File: src/rtl/fei4_rx_arbiter.sv
// fei4_rx_arbiter: round-robin readout arbiter that merges N first-word-fall-through
// receiver FIFOs into one registered 32-bit valid/ready stream using bounded bursts.
module fei4_rx_arbiter #(
  parameter int unsigned N         = 4,
  parameter int unsigned MAX_BURST = 16
) (
  input  logic            BUS_CLK,
  input  logic            BUS_RST_N,
  input  logic [N-1:0]    CH_EN,
  input  logic [N-1:0]    FIFO_EMPTY,
  input  logic [32*N-1:0] FIFO_DATA,
  output logic [N-1:0]    FIFO_READ,
  output logic [31:0]     OUT_DATA,
  output logic            OUT_VALID,
  input  logic            OUT_READY,
  output logic [N-1:0]    GRANT,
  output logic            BUSY
);

  localparam int unsigned PW  = (N > 1) ? $clog2(N) : 1;
  localparam int unsigned BW  = $clog2(MAX_BURST) + 1;
  localparam logic [PW:0] N_W = (PW+1)'(N);

  typedef enum logic {IDLE, XFER} state_e;

  state_e         state_q;
  logic [PW-1:0]  ptr_q, g_q;
  logic [N-1:0]   grant_q;
  logic [BW-1:0]  burst_q;
  logic [31:0]    out_data_q;
  logic           out_valid_q;

  logic [N-1:0]   req, rot;
  logic [2*N-1:0] req2;
  logic [PW-1:0]  off, sel_d, ptr_d;
  logic [PW:0]    sum;
  logic           slot_free, take, last_d;
  logic [31:0]    ch_data [N];

  for (genvar i = 0; i < N; i++) begin : g_unpack
    assign ch_data[i] = FIFO_DATA[32*i +: 32];
  end

  assign req  = CH_EN & ~FIFO_EMPTY;
  assign req2 = {req, req};

  // Rotate requests so bit 0 is the channel at ptr; the first set bit is the offset from ptr.
  always_comb begin
    rot = N'(req2 >> ptr_q);
    off = '0;
    for (int unsigned i = N; i > 0; i--) begin
      if (rot[i-1]) off = PW'(i-1);
    end
    sum   = {1'b0, ptr_q} + {1'b0, off};
    sel_d = (sum >= N_W) ? PW'(sum - N_W) : sum[PW-1:0];
    ptr_d = (g_q == PW'(N-1)) ? '0 : g_q + 1'b1;
  end

  assign slot_free = !out_valid_q || OUT_READY;
  assign take      = (state_q == XFER) && slot_free && req[g_q];
  assign last_d    = take && (burst_q == BW'(MAX_BURST-1));

  always_comb begin
    FIFO_READ      = '0;
    FIFO_READ[g_q] = take;
  end

  always_ff @(posedge BUS_CLK) begin
    if (!BUS_RST_N) begin
      state_q     <= IDLE;
      ptr_q       <= '0;
      g_q         <= '0;
      grant_q     <= '0;
      burst_q     <= '0;
      out_data_q  <= '0;
      out_valid_q <= 1'b0;
    end else begin
      case (state_q)
        IDLE: begin
          if (OUT_READY) out_valid_q <= 1'b0;
          if (|req) begin
            g_q     <= sel_d;
            grant_q <= N'(1) << sel_d;
            burst_q <= '0;
            state_q <= XFER;
          end
        end
        XFER: begin
          if (take) begin
            out_data_q  <= ch_data[g_q];
            out_valid_q <= 1'b1;
            burst_q     <= burst_q + 1'b1;
          end else if (slot_free) begin
            out_valid_q <= 1'b0;
          end
          // A disabled or drained channel ends the grant on the cycle it is seen.
          if (last_d || !req[g_q]) begin
            state_q <= IDLE;
            ptr_q   <= ptr_d;
            grant_q <= '0;
          end
        end
        default: state_q <= IDLE;
      endcase
    end
  end

  assign OUT_DATA  = out_data_q;
  assign OUT_VALID = out_valid_q;
  assign GRANT     = grant_q;
  assign BUSY      = (state_q == XFER) || out_valid_q;

endmodule

File: config.mk
export PLATFORM = sky130hd
export DESIGN_NAME = fei4_rx_arbiter
export DESIGN_NICKNAME = d
export VERILOG_FILES = /design/src/rtl/fei4_rx_arbiter.sv
export SDC_FILE = /design/constraint.sdc
export NUM_CORES = 1
export LEC_CHECK = 0
export ABC_AREA = 1
export CORE_ASPECT_RATIO = 1.4
export CORE_MARGIN = 2
export CORE_UTILIZATION = 33
export CTS_CLUSTER_DIAMETER = 150
export CTS_CLUSTER_SIZE = 16
export DETAILED_ROUTE_END_ITERATION = 10
export GPL_TIMING_DRIVEN = 0
export PLACE_DENSITY = 0.73
export SLEW_MARGIN = 15
export SYNTH_ARGS = -nofsm -noshare
export SYNTH_HDL_FRONTEND = slang
export SYNTH_SLANG_ARGS = --single-unit
File: constraint.sdc
create_clock -name BUS_CLK -period 5.55 [get_ports BUS_CLK]
set_clock_uncertainty 0.2 [all_clocks]
set_input_delay 1.3875 -clock BUS_CLK [delete_from_list [all_inputs] [get_ports BUS_CLK]]
set_output_delay 1.3875 -clock BUS_CLK [all_outputs]
set_load 0.03 [all_outputs]
==> impl_metrics.yaml <==
run_status:
  outcome: "complete, no violations"
hold_path:
  hold_class: "register to register"
finish:
  area_growth_syn_to_layout_pct: 70.47
  design_area_um2: 5027
  antennaDiodeCount: 0
  post-route-util_pct: 58.06
  fin_nets: 798
  drive_gt1_share_pct: 4.441
synthesis:
  synth_edf_count: 0
  yosys_warnings: 0
  yosysTopAreaCellShare_pct: 31.90
  synth_common_cells: "136 x nor2_1, 102 x o21ai_0, 47 x dfxtp_1"
  ys_async_sr_fraction_pct: 0
  ys_ff_latch: 47
  synthesis.nets: 611
  synth-main-ff-cell: "dfxtp_1"
  syn_inst: 465
  yosysMostFrequentCell: "nor2_1"
  synth_area_um2: 2949
  synth_seq_area_share_pct: 31.90
  synth_area_leaders: "dfxtp_1 32%, o21ai_0 17%, nor2_1 17%"
  synth_cell_types: 26
  yosys.area.top_type: "dfxtp_1"
  synth.avg_cell_area_um2: 6.342
die:
  core_um2: 8658
  die_area_um2: 9720
  rows: 40
  die_w_um: 83.90
  start_util_pct: 34.06
  io_pins: 181
  fp.dieH_um: 115.9
worst_setup_path:
  crit_family: "buffers and inverters"
  cp_data_required_time_ns: 3.96
  cp_max_fo: 10
  crit_cells: 9
  critPathBufInv: 4
  crit_top_cell: "clkdlybuf4s50_1"
  r2r_setup_slack_ns: 3.31
  arrival_ns: 3.49
  start_kind: "input pin"
  r2r_cells: 13
  r2r-start: "ptr_q[0]"
  crit_path_start: "CH_EN[3]"
  cp_cell_sequence: "clkdlybuf4s50_1 -> nand2_1 -> o211ai_2 -> nand2_2 -> nor2_8 -> inv_4 -> buf_6 -> nor2_1 -> clkdlybuf4s50_1"
  slowest_stage: "clkdlybuf4s50_1"
  end_kind: "output port"
  crit_type: "input pin to output port"
  r2r_end: "GRANT[3]"
  slowest_delay_ns: 0.67
  cp-endpoint: "FIFO_READ[1]"
job:
  maxCapViolations: 0
clocking:
  htreeDepth: 2
  cts_tree: "yes"
  cts-resized-gates: 0
  insertion_delay_ns: 0.28
  cts_max_path_buffers: 2
  path_clk_slew_ns: 0.06
  clkSinkCount: 47
  cts_buffers: 5
  post_cts_buffers: 0
  cts_root_buf: "clkbuf_16"
  ctsHoldBuffers: 0
routing:
  drtIter0Drc: 264
  avgViaCountPerCell: 5.212
  wl_per_cell_um: 15.42
  vias: 3951
  wl_um: 11690
  dr.pass1.iters: 5
  drc_errors: 0
  antenna_left: 0
pwr:
  combinationalPowerShare_pct: 51.4
  p_leak_nw: 2.015
  seqPwrFrac_pct: 28.8
  p_clk_share_pct: 19.8
  p_sw_uw: 622.4
  p_per_area_nw_per_um2: 297.0
  peakVddDrop_mv: 0.1767
  intPower_uw: 870.7
  switching_share_pct: 41.68
grt:
  grt_pass1_vias: 3855
  grt-ovfl-total: 0
  grt_first_pass_wirelength_um: 18250
  grt_use_total_pct: 23.38
  grt_max_degree: 16
  antenna_found_initial: 0
placed_design:
  dp_hpwl_um: 9075
  place.gp.congestion: 0.8640
  dpl_cell_area_um2: 4882
  io_buffers: 180
  pre_cts_ws_ns: 0.4962
timing:
  tns_ns: 0
  worst_pin_slew_ns: 0.5902
  maxSlewViolCount: 0
  max_freq_mhz: 196.8
  timing.final.ws_setup_ns: 0.4693
  setup_violations: 0
  hold_violations: 0
  finalCritPeriodShare_pct: 91.54
  rsz0062_at_grt: "false"
  finalCriticalPeriod_ns: 5.081
  relSlewSlack_pct: 60.65
  holdWs_ns: 0.2721
power by group through the flow:
stage | combinational [mW] | sequential (mW) | clock, mW
detailed placement | 0.765 | 0.437 | 0
CTS | 0.768 | 0.430 | 0.298
floorplan | 0.365 | 0.511 | 0
global placement | 0.755 | 0.435 | 0
finish | 0.768 | 0.430 | 0.295
global route | 0.836 | 0.437 | 0.317
cell type report:
cell class	instances	area (um^2)
Buffer	31	166.4
Clock buffer	5	125.1
Clock inverter	3	20.02
Fill cell	847	3631
Inverter	23	88.84
Multi-Input combinational cell	364	1753
Sequential cell	47	940.9
Tap cell	105	131.4
Timing Repair Buffer	180	1802
worst reg2reg max path, stage by stage, from the launching register on:
cell      delay, ns
dfxtp_1        0.46
inv_1          0.13
nand3_1        0.12
nand3_1        0.08
nand2_1        0.08
nand3_1        0.07
a21boi_0       0.17
ha_1           0.18
xor2_1         0.20
inv_1          0.06
nand3_1        0.13
nand2_1        0.11
nand2_1        0.07
o21ai_0        0.07
sequential cells by signal (all words and copies together), names as in the netlist:
register   count
OUT_DATA      32
burst_q        5
GRANT          4
g_q            2
ptr_q          2
OUT_VALID      1
state_q        1
cell families after synthesis:
group,Yosys count,share of synthesized area (%)
simple gates,205,28.38
compound gates,150,27.49
buf+inv,54,8.655
flops,47,31.90
fa+ha+maj,7,2.970
xor+xnor,2,0.5941
metal layers:
metal	up-vias	GRT usage, %	wire, um
met5	-	0	0
met2	184	43.52	5895
li1	1951	-	-
met1	1794	25.97	4647
met4	0	9.570	319
met3	22	4.701	830
stage by stage:
step                cells  total power [mW]
finish                758             1.493
global route          758             1.590
CTS                   758             1.497
detailed placement    750             1.202
global placement      750             1.190
floorplan             465            0.8767
placed cells by master (no fill, tap or decap), types with 5 or more instances in the layout:
cell | netlist | routed
o21ai_0 | 102 | 102
clkbuf_16 | 0 | 5
dfxtp_1 | 47 | 47
ha_1 | 7 | 7
inv_1 | 19 | 19
clkbuf_1 | 18 | 18
a21oi_1 | 12 | 12
o22ai_1 | 32 | 32
clkdlybuf4s50_1 | 0 | 180
nand2_1 | 31 | 31
nand3_1 | 31 | 31
nor2_1 | 136 | 136
worst min-delay path by stage:
stage | cells past startpoint | to | start | slack, ns
after floorplan | 2 | burst_q[2] | burst_q[2] | 0.24
after global placement | 2 | burst_q[2] | burst_q[2] | 0.26
after detailed placement | 2 | burst_q[2] | burst_q[2] | 0.27
after CTS | 2 | burst_q[2] | burst_q[2] | 0.28
after global routing | 2 | burst_q[2] | burst_q[2] | 0.29
final | 2 | burst_q[2] | burst_q[2] | 0.27
Note: power is estimated with default switching activity, not from simulation.
